--- src/rtl/layer_compositor_pipe.sv ---
// Pipelined N-layer pixel compositor: topmost opaque enabled layer wins, else background.
// Layer mask and background are shadowed at vsync onset; a per-frame collision flag is reported.
module layer_compositor_pipe #(
  parameter int unsigned           NUM_LAYERS = 4,
  parameter int unsigned           CW         = 4,
  parameter bit                    VSYNC_POL  = 1'b0,
  parameter bit                    HSYNC_POL  = 1'b0,
  parameter int unsigned           COLL_A     = 1,
  parameter int unsigned           COLL_B     = 2,
  parameter logic [NUM_LAYERS-1:0] EN_RESET   = '1
) (
  input  logic                     clk,
  input  logic                     rst,
  input  logic                     in_hsync,
  input  logic                     in_vsync,
  input  logic                     in_valid,
  input  logic [NUM_LAYERS*CW-1:0] in_r,
  input  logic [NUM_LAYERS*CW-1:0] in_g,
  input  logic [NUM_LAYERS*CW-1:0] in_b,
  input  logic [NUM_LAYERS-1:0]    in_a,
  input  logic [NUM_LAYERS-1:0]    layer_en,
  input  logic [3*CW-1:0]          bg_rgb,
  output logic                     out_hsync,
  output logic                     out_vsync,
  output logic                     out_valid,
  output logic [CW-1:0]            out_r,
  output logic [CW-1:0]            out_g,
  output logic [CW-1:0]            out_b,
  output logic [NUM_LAYERS-1:0]    out_hit,
  output logic                     collision,
  output logic                     frame_start
);

  localparam int unsigned N  = NUM_LAYERS;
  localparam int unsigned LW = NUM_LAYERS * CW;
  localparam int unsigned PW = 3 * CW;

  logic          vs_prev_q;
  logic          fs_edge;
  logic [N-1:0]  mask_q, eff_mask;
  logic [PW-1:0] bg_q, eff_bg;
  logic          acc_q, coll_q, fs_q;
  logic          overlap;

  // A pixel arriving on the frame-start edge already sees the newly loaded shadows.
  always_comb begin
    fs_edge  = (in_vsync == VSYNC_POL) && (vs_prev_q != VSYNC_POL);
    eff_mask = fs_edge ? layer_en : mask_q;
    eff_bg   = fs_edge ? bg_rgb : bg_q;
    overlap  = in_valid & in_a[COLL_A] & in_a[COLL_B] & eff_mask[COLL_A] & eff_mask[COLL_B];
  end

  always_ff @(posedge clk or posedge rst) begin
    if (rst) begin
      vs_prev_q <= ~VSYNC_POL;
      mask_q    <= EN_RESET;
      bg_q      <= '0;
      acc_q     <= 1'b0;
      coll_q    <= 1'b0;
      fs_q      <= 1'b0;
    end else begin
      vs_prev_q <= in_vsync;
      fs_q      <= fs_edge;
      mask_q    <= eff_mask;
      bg_q      <= eff_bg;
      if (fs_edge) begin
        coll_q <= acc_q;
        acc_q  <= overlap;
      end else begin
        acc_q  <= acc_q | overlap;
      end
    end
  end

  logic          valid_q [N+1];
  logic          hs_q    [N+1];
  logic          vs_q    [N+1];
  logic [N-1:0]  hit_q   [N+1];
  logic [LW-1:0] lr_q    [N+1];
  logic [LW-1:0] lg_q    [N+1];
  logic [LW-1:0] lb_q    [N+1];
  logic [PW-1:0] res_q   [N+1];

  // Stage 0: invalid pixels are zeroed here so they stay zero down the whole pipe.
  always_ff @(posedge clk or posedge rst) begin
    if (rst) begin
      valid_q[0] <= 1'b0;
      hs_q[0]    <= ~HSYNC_POL;
      vs_q[0]    <= ~VSYNC_POL;
      hit_q[0]   <= '0;
      lr_q[0]    <= '0;
      lg_q[0]    <= '0;
      lb_q[0]    <= '0;
      res_q[0]   <= '0;
    end else begin
      valid_q[0] <= in_valid;
      hs_q[0]    <= in_hsync;
      vs_q[0]    <= in_vsync;
      hit_q[0]   <= in_valid ? (in_a & eff_mask) : '0;
      lr_q[0]    <= in_r;
      lg_q[0]    <= in_g;
      lb_q[0]    <= in_b;
      res_q[0]   <= in_valid ? eff_bg : '0;
    end
  end

  for (genvar k = 1; k <= N; k++) begin : g_stage
    always_ff @(posedge clk or posedge rst) begin
      if (rst) begin
        valid_q[k] <= 1'b0;
        hs_q[k]    <= ~HSYNC_POL;
        vs_q[k]    <= ~VSYNC_POL;
        hit_q[k]   <= '0;
        lr_q[k]    <= '0;
        lg_q[k]    <= '0;
        lb_q[k]    <= '0;
        res_q[k]   <= '0;
      end else begin
        valid_q[k] <= valid_q[k-1];
        hs_q[k]    <= hs_q[k-1];
        vs_q[k]    <= vs_q[k-1];
        hit_q[k]   <= hit_q[k-1];
        lr_q[k]    <= lr_q[k-1];
        lg_q[k]    <= lg_q[k-1];
        lb_q[k]    <= lb_q[k-1];
        // Bottom-up resolution: a higher opaque layer overwrites the running result.
        res_q[k]   <= hit_q[k-1][k-1] ? {lr_q[k-1][(k-1)*CW +: CW], lg_q[k-1][(k-1)*CW +: CW],
                                         lb_q[k-1][(k-1)*CW +: CW]} : res_q[k-1];
      end
    end
  end

  assign out_hsync   = hs_q[N];
  assign out_vsync   = vs_q[N];
  assign out_valid   = valid_q[N];
  assign out_r       = res_q[N][PW-1 -: CW];
  assign out_g       = res_q[N][2*CW-1 -: CW];
  assign out_b       = res_q[N][CW-1:0];
  assign out_hit     = hit_q[N];
  assign collision   = coll_q;
  assign frame_start = fs_q;

endmodule

--- config.mk ---
export PLATFORM = sky130hd
export DESIGN_NAME = layer_compositor_pipe
export DESIGN_NICKNAME = d
export VERILOG_FILES = /design/src/rtl/layer_compositor_pipe.sv
export SDC_FILE = /design/constraint.sdc
export NUM_CORES = 1
export LEC_CHECK = 0
export ABC_AREA = 1
export BUFFER_PORTS_ARGS = -buffer_cell sky130_fd_sc_hd__buf_2
export CAP_MARGIN = 15
export CORE_AREA = 2 2 96 144
export CTS_CLUSTER_SIZE = 24
export DETAILED_ROUTE_END_ITERATION = 10
export DIE_AREA = 0 0 98 146
export HOLD_SLACK_MARGIN = 0.03
export PLACE_DENSITY = 0.76
export SYNTH_ARGS = -nofsm -noshare
export SYNTH_HDL_FRONTEND = slang
export SYNTH_SLANG_ARGS = --single-unit
export TNS_END_PERCENT = 1
--- constraint.sdc ---
create_clock -name clk -period 9.8 [get_ports clk]
set_input_delay 0.49 -clock clk [delete_from_list [all_inputs] [get_ports clk]]
set_output_delay 0.49 -clock clk [all_outputs]
set_load 0.02 [all_outputs]
# Yosys cells after proc, flatten, opt, wreduce, memory -nomap -nowiden
# Cells that the tools add are included.
[classes]
muxes = 9
bitwise_logic = 7
n_reduce_logical = 1
[op_table]
columns = ["operator", "count"]
rows = [
  ["$mux 12", 6],
  ["$mux 4", 2],
  ["$and 1x1->1", 4],
  ["$and 4x4->4", 1],
  ["$logic_and 1x1->1", 1],
  ["$mux 1", 1],
  ["$not 1->1", 1],
  ["$or 1x1->1", 1],
]
[word_totals]
register_bits = 306
in_bits = 73
output_inout_bits = 21
word_cells = 59

# Logic depth before layout (Yosys ltp)
# Gate-level depths: netlist of the first run.
[depth]
ltp_word = 7
depth_mapped = 6
depth_no_buf = 6

# Least setup slack after synthesis of the first run
# No wires, ideal clock.
[synth_path]
path_kind = "register to register"
start = "register vs_q[4] (netlist name)"
end = "register bg_q[0]"
setup_time_ns = 0.120
t_arrival_ns = 0.954
required_ns = 9.680
setup_slack_ns = 8.726
path_stages_with_launch = 5
path_buffers = 1
synth_period_minus_slack_ns = 1.074
cell_sequence = "dfstp_2 nand2_4 buf_6 o21ai_2 inv_1"
[synth_rtl]
columns = ["element", "line", "source"]
rows = [
  ["end signal: assignment", "65", "bg_q <= eff_bg;"],
  ["end: declaration", "41", "logic [PW-1:0] bg_q, eff_bg;"],
]

# Final worst setup path of the first run
[layout_path]
start = "register hs_q (netlist bit out_hsync)"
end = "output out_hsync"
[layout_rtl]
columns = ["element", "line", "source"]
rows = [
  ["start: declaration", "76", "logic hs_q [N+1];"],
  ["start signal: indexed assignment", "111", "hs_q[k] <= ~HSYNC_POL;"],
  ["start signal: indexed assignment", "120", "hs_q[k] <= hs_q[k-1];"],
  ["end: declaration", "23", "output logic out_hsync,"],
]
# No word-level cell between the ends.

==> results of run 1 <==
## cells in the mapped netlist (3+ instances only)
| cell | count |
|---|---|
| dfrtp_1 | 220 |
| mux2_2 | 48 |
| inv_1 | 32 |
| nand2_1 | 24 |
| buf_4 | 20 |
| dfstp_2 | 14 |
| o21ai_2 | 14 |
| nor2_1 | 12 |
| nor2_2 | 4 |
| buf_6 | 3 |
| nand3_1 | 3 |
## metrics by stage
stage                util  hold WS (ns)
floorplan               -         0.331
global placement    0.583         0.332
detailed placement  0.583         0.335
CTS                 0.627        0.0944
global route        0.629        0.0949
finish              0.629         0.110
## cell usage in the layout (no fill, tap or decap), drive strengths merged
cell and instances:
a21oi 1, buf 95, clkbuf 27, clkinv 4, dfrtp 220, dfstp 14, inv 34, mux2 48
nand2 28, nand3 3, nor2 16, o21ai 14
## flip-flops by register name (all words and copies together), names as in the netlist, 12 cells and up
register,cells
lb_q,40
lg_q,40
lr_q,40
bg_q,12
res_q,48
hit_q,16
## final timing paths
check | endpoint | cells after the start | from | slack, ns
max | out_hsync | 1 | out_hsync | 8.17
min | hs_q[4] | 1 | in_hsync | 0.11
max reg2reg | hit_q[19] | 4 | vs_q[4] | 8.40
min reg2reg | lr_q[52] | 0 | lr_q[68] | 0.35
max in group asynchronous | out_g[1] | 4 | rst | 8.39
min in group asynchronous | out_hit[1] | 2 | rst | 0.21
## cell type report
| class | count | share of cell area |
|---|---|---|
| multi-input cells | 110 | 0.108 |
| well taps | 159 | 0.0244 |
| repair buffers | 95 | 0.0614 |
| inverters | 33 | 0.0161 |
| flip-flops and latches | 234 | 0.721 |
| clock inverters | 5 | 0.00353 |
| clock buffers | 27 | 0.0657 |
## report_power, final
group          switching [mW]  internal, mW  total [mW]
registers              0.0262          1.04        1.07
clock network           0.308         0.381       0.689
logic                  0.0660        0.0521       0.118
## cell families (layout without fill, tap and decap cells)
| logic type | Yosys count | after routing | share of synthesized area |
|---|---|---|---|
| muxes | 48 | 48 | 0.0765 |
| buffers and inverters | 57 | 160 | 0.0443 |
| and+or+nand+nor | 47 | 47 | 0.0298 |
| DFF | 234 | 234 | 0.831 |
| AOI/OAI and AO/OA | 15 | 15 | 0.0181 |
## per-layer routing
metal	track usage	share of wire	up-vias
met2	0.254	0.54	68
met1	0.184	0.38	1553
met3	0.0293	0.046	24
met4	0.0590	0.028	0
li1	-	-	1416
met5	0	0	-
==> results by group, run 1 <==
Place
  • Post-DP HPWL: 6.08 mm
  • Post-Place Cells: 630
  • Routability cong.: 0.708
  • Pre-CTS WS: ~7.4 ns
  • Placed cell areas: 0.00755 mm²
  • I/O Buffers: 93

Clock tree
  • H-tree levels: 1
  • Deepest clock path buffer count: 3
  • Clock-pin slew of the registers on the worst-case setup and hold paths: 0.07 ns
  • PostCTS Resize Cnt: 0
  • Clock Sinks: 234
  • Clk_lat worst skew: 0.47 ns
  • Clk root buf: clkbuf_16
  • Post-CTS setup buffer count: 0
  • CTS tree: built
  • CTS Hold Bufs: 0
  • Cts bufs inserted: 19

Logic synthesis
  • Syn Area/Cell: 17.6 µm²
  • Area leader, netlist: dfrtp_1
  • Cells after synthesis: between 400 and 500
  • Most area-consuming cells after synthesis: dfrtp_1, mux2_2, dfstp_2, buf_4, o21ai_2
  • Seq/Total Area, Yosys: 0.831
  • YS warnings: 0
  • Netlist cell types: 16
  • Yosys reg bits: around 230
  • Mapped cell area: 0.00706 mm²
  • Async set-reset flop share out of synthesis: 1.00
  • Synth top area share: 0.779
  • Top_reg_cell synth: dfrtp_1
  • Mapped Nets: 474
  • Number of flops mapped to enable cells by yosys: 0

STA
  • Final worst slack: 8.17 ns
  • Hold Fails Final Rpt: 0
  • Total negative slack: 0 ns
  • Tightest Pin Transition: 0.900 ns
  • Final setup vio count: 0
  • Final clock skew: 0.0105 ns
  • Fin crit share: 0.166
  • Worst slew margin: 0.400
  • Max-slew violations: 0
  • Fin crit period: 1.63 ns
  • RSZ-0062 raised after global routing: false
  • Fmax: 0.614 GHz

Critical path
  • CP peak stage delay: roughly 0.5 ns
  • Slowest cell on the critical path: dfstp_2
  • Worst path required time: 9.31 ns
  • Critical path, cell by cell: buf_2
  • Crit Path Class: flip-flop to output port
  • WP data arrival: between 1 and 1.5 ns
  • Critical Path Fanout Max: 1
  • Crit end category: output port
  • Buffers and inverters on the worst path: 1
  • Delay-heaviest family, CP: flip-flops
  • Crit path launch type: flip-flop

Routing
  • Vias per inst: between 4 and 5
  • 1st-pass router iterations: 4
  • DR WL/cell: roughly 15 µm
  • Overall routed net length: between 9 and 10 mm
  • Final ANT Viol Nets: 0
  • DR vias: about 3000
  • DRC: 0
  • Initial drt markers: 237

Floorplanning
  • Die width: 98 µm
  • Die Span Y: 146 µm
  • # IOs: 94
  • Die area: 0.0143 mm²
  • Core area: 0.0130 mm²
  • Std cell rows: 51
  • Initial Util: 0.545

Pwr
  • Tot Pwr: 1.88 mW
  • PD cells: approximately 230 mW/mm²
  • Leak Pwr: between 3 and 4 nW
  • Max VDD drop: 132 µV

Final layout
  • Synthesis-to-layout area growth: 15.3%
  • Reg area: 0.00587 mm²
  • Layout cells sized above 1: 0.413
  • Post-route cell area: a little over 0.008 mm²
  • Final nets: about 570
  • Diodes inserted: 0
  • Non-filler instance count after layout: 663
  • Fillers: 910
  • Multi-input logic area: ~880 µm²

Min path
  • Type of the tightest min-delay check: input port to flip-flop

Run
  • Maxcap violations: 0

Global route
  • Overflow left after global routing: 0
  • Number of global-route vias before repair: 3378
  • Largest net degree at the start of global routing: 144
  • Global-route wire length before repair: 16.7 mm
  • Initial antenna violation count: 0
  • Gr usage total: 0.148

Outcome
  • Status: complete, no violations
No activity file was read; power rests on OpenSTA's default activity.
==> run 2, diff against run 1 <==
Settings changed: CORE_AREA 2 2 96 144 to 2 2 101 151, DIE_AREA 0 0 98 146 to 0 0 103 153, PLACE_DENSITY 0.76 to 0.72.
Clock period 9.8 ns to 1.4 ns, I/O delays scaled along.
==> results by group, run 2 (synthesized netlist as in run 1, its figures left out) <==
Outcome
  • Status: complete, no violations

Critical path
  • Crit path launch type: flip-flop
  • Worst R2R Path Depth: 4 (unchanged)
  • Crit Path Class: flip-flop to flip-flop
  • Crit end category: flip-flop
  • Crit path to: res_q[50]
  • Launch point of the worst reg-to-reg path: vs_q[4]
  • Worst path required time: 1.74 ns (-7.57 ns)
  • Setup slack, reg-to-reg: 0.12 ns (-8.28 ns)
  • FF-to-FF End: res_q[50]
  • Crit path launch: vs_q[4]
  • Critical Path Fanout Max: 23 (+22)
  • WP data arrival: 1.62 ns (+0.48 ns)

Clock tree
  • Post-CTS setup buffer count: 0 (unchanged)
  • CTS tree: built
  • CTS Hold Bufs: 72 (+72)
  • Clock Sinks: 234 (unchanged)
  • H-tree levels: 1 (unchanged)
  • Clk root buf: clkbuf_16
  • Clock-pin slew of the registers on the worst-case setup and hold paths: 0.07 ns (about the same)
  • PostCTS Resize Cnt: 0 (unchanged)
  • Cts bufs inserted: 20 (+1)
  • Clk_lat worst skew: 0.48 ns (about the same)
  • Deepest clock path buffer count: 3 (unchanged)

STA
  • Hold Fails Final Rpt: 0 (unchanged)
  • Final worst slack: 0.120 ns (-8.05 ns)
  • Fmax: 0.781 GHz
  • Fin crit share: 0.915
  • Worst slew margin: 0.661 (+0.261)
  • Fin crit period: about 1.3 ns
  • Final setup vio count: 0 (unchanged)
  • Tightest Pin Transition: 0.508 ns (-0.393 ns)
  • Final clock skew: 0.00877 ns (-0.00176 ns)
  • Final hold slack: 0.113 ns (+0.00302 ns)
  • Max-slew violations: 0 (unchanged)
  • RSZ-0062 raised after global routing: false

Final layout
  • Fillers: 1038 (+14%)
  • Largest register by flop count: res_q
  • Commonest cells after routing, fill and taps aside: dfrtp_1, buf_2, dlygate4sd3_1
  • Layout cells sized above 1: 0.378 (-0.0345)
  • Non-filler instance count after layout: 783 (+18%)
  • Post-route cell area: 0.00910 mm² (+12%)
  • Diodes inserted: 0 (unchanged)
  • Max reg flops: 48 (unchanged)
  • Most common cell after layout, fill and taps aside: dfrtp_1
  • Synthesis-to-layout area growth: 28.8%
  • Final nets: 648 (+14%)

Routing
  • DR vias: 3410 (+11%)
  • DR WL/cell: 14.8 µm (-1.7%)
  • Initial drt markers: 160 (-32%)
  • 1st-pass router iterations: 4 (unchanged)
  • Overall routed net length: 11.6 mm (+16%)
  • DRC: 0 (unchanged)
  • Vias per inst: 4.36 (-5.7%)
  • Final ANT Viol Nets: 0 (unchanged)

Floorplanning
  • Die width: 103 µm (+5.1%)
  • Die area: 0.0158 mm² (+10%)
  • Die Span Y: 153 µm (+4.8%)
  • Std cell rows: 54 (+5.9%)
  • # IOs: 94 (unchanged)
  • Initial Util: 0.489 (-0.0568)
  • Core area: 0.0145 mm² (+12%)

Global route
  • Initial antenna violation count: 0 (unchanged)
  • Number of global-route vias before repair: 3926 (+16%)
  • Global-route wire length before repair: 19.1 mm (+14%)
  • Overflow left after global routing: 0 (unchanged)
  • Gr usage total: 0.158 (+0.0103)
  • Largest net degree at the start of global routing: 70 (-51%)

Place
  • Post-Place Cells: 677 (+7.5%)
  • Post-DP HPWL: 6.56 mm (+8.0%)
  • Pre-CTS WS: 0.160 ns (-7.21 ns)
  • I/O Buffers: 93 (unchanged)
  • Placed cell areas: 0.00773 mm² (+2.4%)
  • Routability cong.: 0.683 (-3.6%)

Min path
  • Type of the tightest min-delay check: input port to async pin

Pwr
  • Leak Pwr: 4.38 nW (+9.8%)
  • PD cells: 1520 mW/mm² (+560%)
  • Max VDD drop: 1030 µV (+680%)
  • Tot Pwr: 13.9 mW (+640%)

Run
  • Maxcap violations: 0 (unchanged)
## run 2: power by group
group | leakage (nW) | switching [mW] | internal, mW
Sequential | 2.78 | 0.154 | 7.30
Clock | 0.321 | 2.27 | 3.08
Combinational | 1.28 | 0.543 | 0.527
Total | 4.38 | 2.97 | 10.9
## run 2: worst max-delay path, cell delays in order, from the launching register on
cell and delay, ns:
dfstp_2 0.58, nand2_4 0.12, buf_12 0.19, o21ai_2 0.17, nor2_1 0.06
## run 2: worst min-delay path by stage
stage                   from        end  slack [ns]
detailed placement       rst   hit_q[6]        0.05
global route             rst  res_q[23]        0.12
CTS                      rst   hit_q[7]        0.09
floorplan           in_hsync    hs_q[4]        0.07
global placement         rst   hit_q[6]        0.05
finish                   rst   hit_q[7]        0.11
## run 2: final cells by class
cell class	instances	area, µm²	area share
flip-flops and latches	234	5870	0.645
repair buffers	176	1330	0.146
multi-input cells	110	878	0.0965
clock buffers	26	574	0.0631
well taps	196	245	0.0269
inverters	33	128	0.0140
clock inverters	8	71.3	0.00784
## run 2: routing by layer
layer	share of wire	track usage
met5	0	0
met4	0.031	0.0670
met3	0.035	0.0251
met2	0.57	0.282
met1	0.37	0.185
## run 2: per-stage QoR
| step | TNS, ns | utilization |
|---|---|---|
| after floorplan | -391.92 | - |
| after CTS | 0 | 0.629 |
| after global placement | 0 | 0.535 |
| after global routing | 0 | 0.629 |
| final | 0 | 0.629 |
| after detailed placement | 0 | 0.535 |
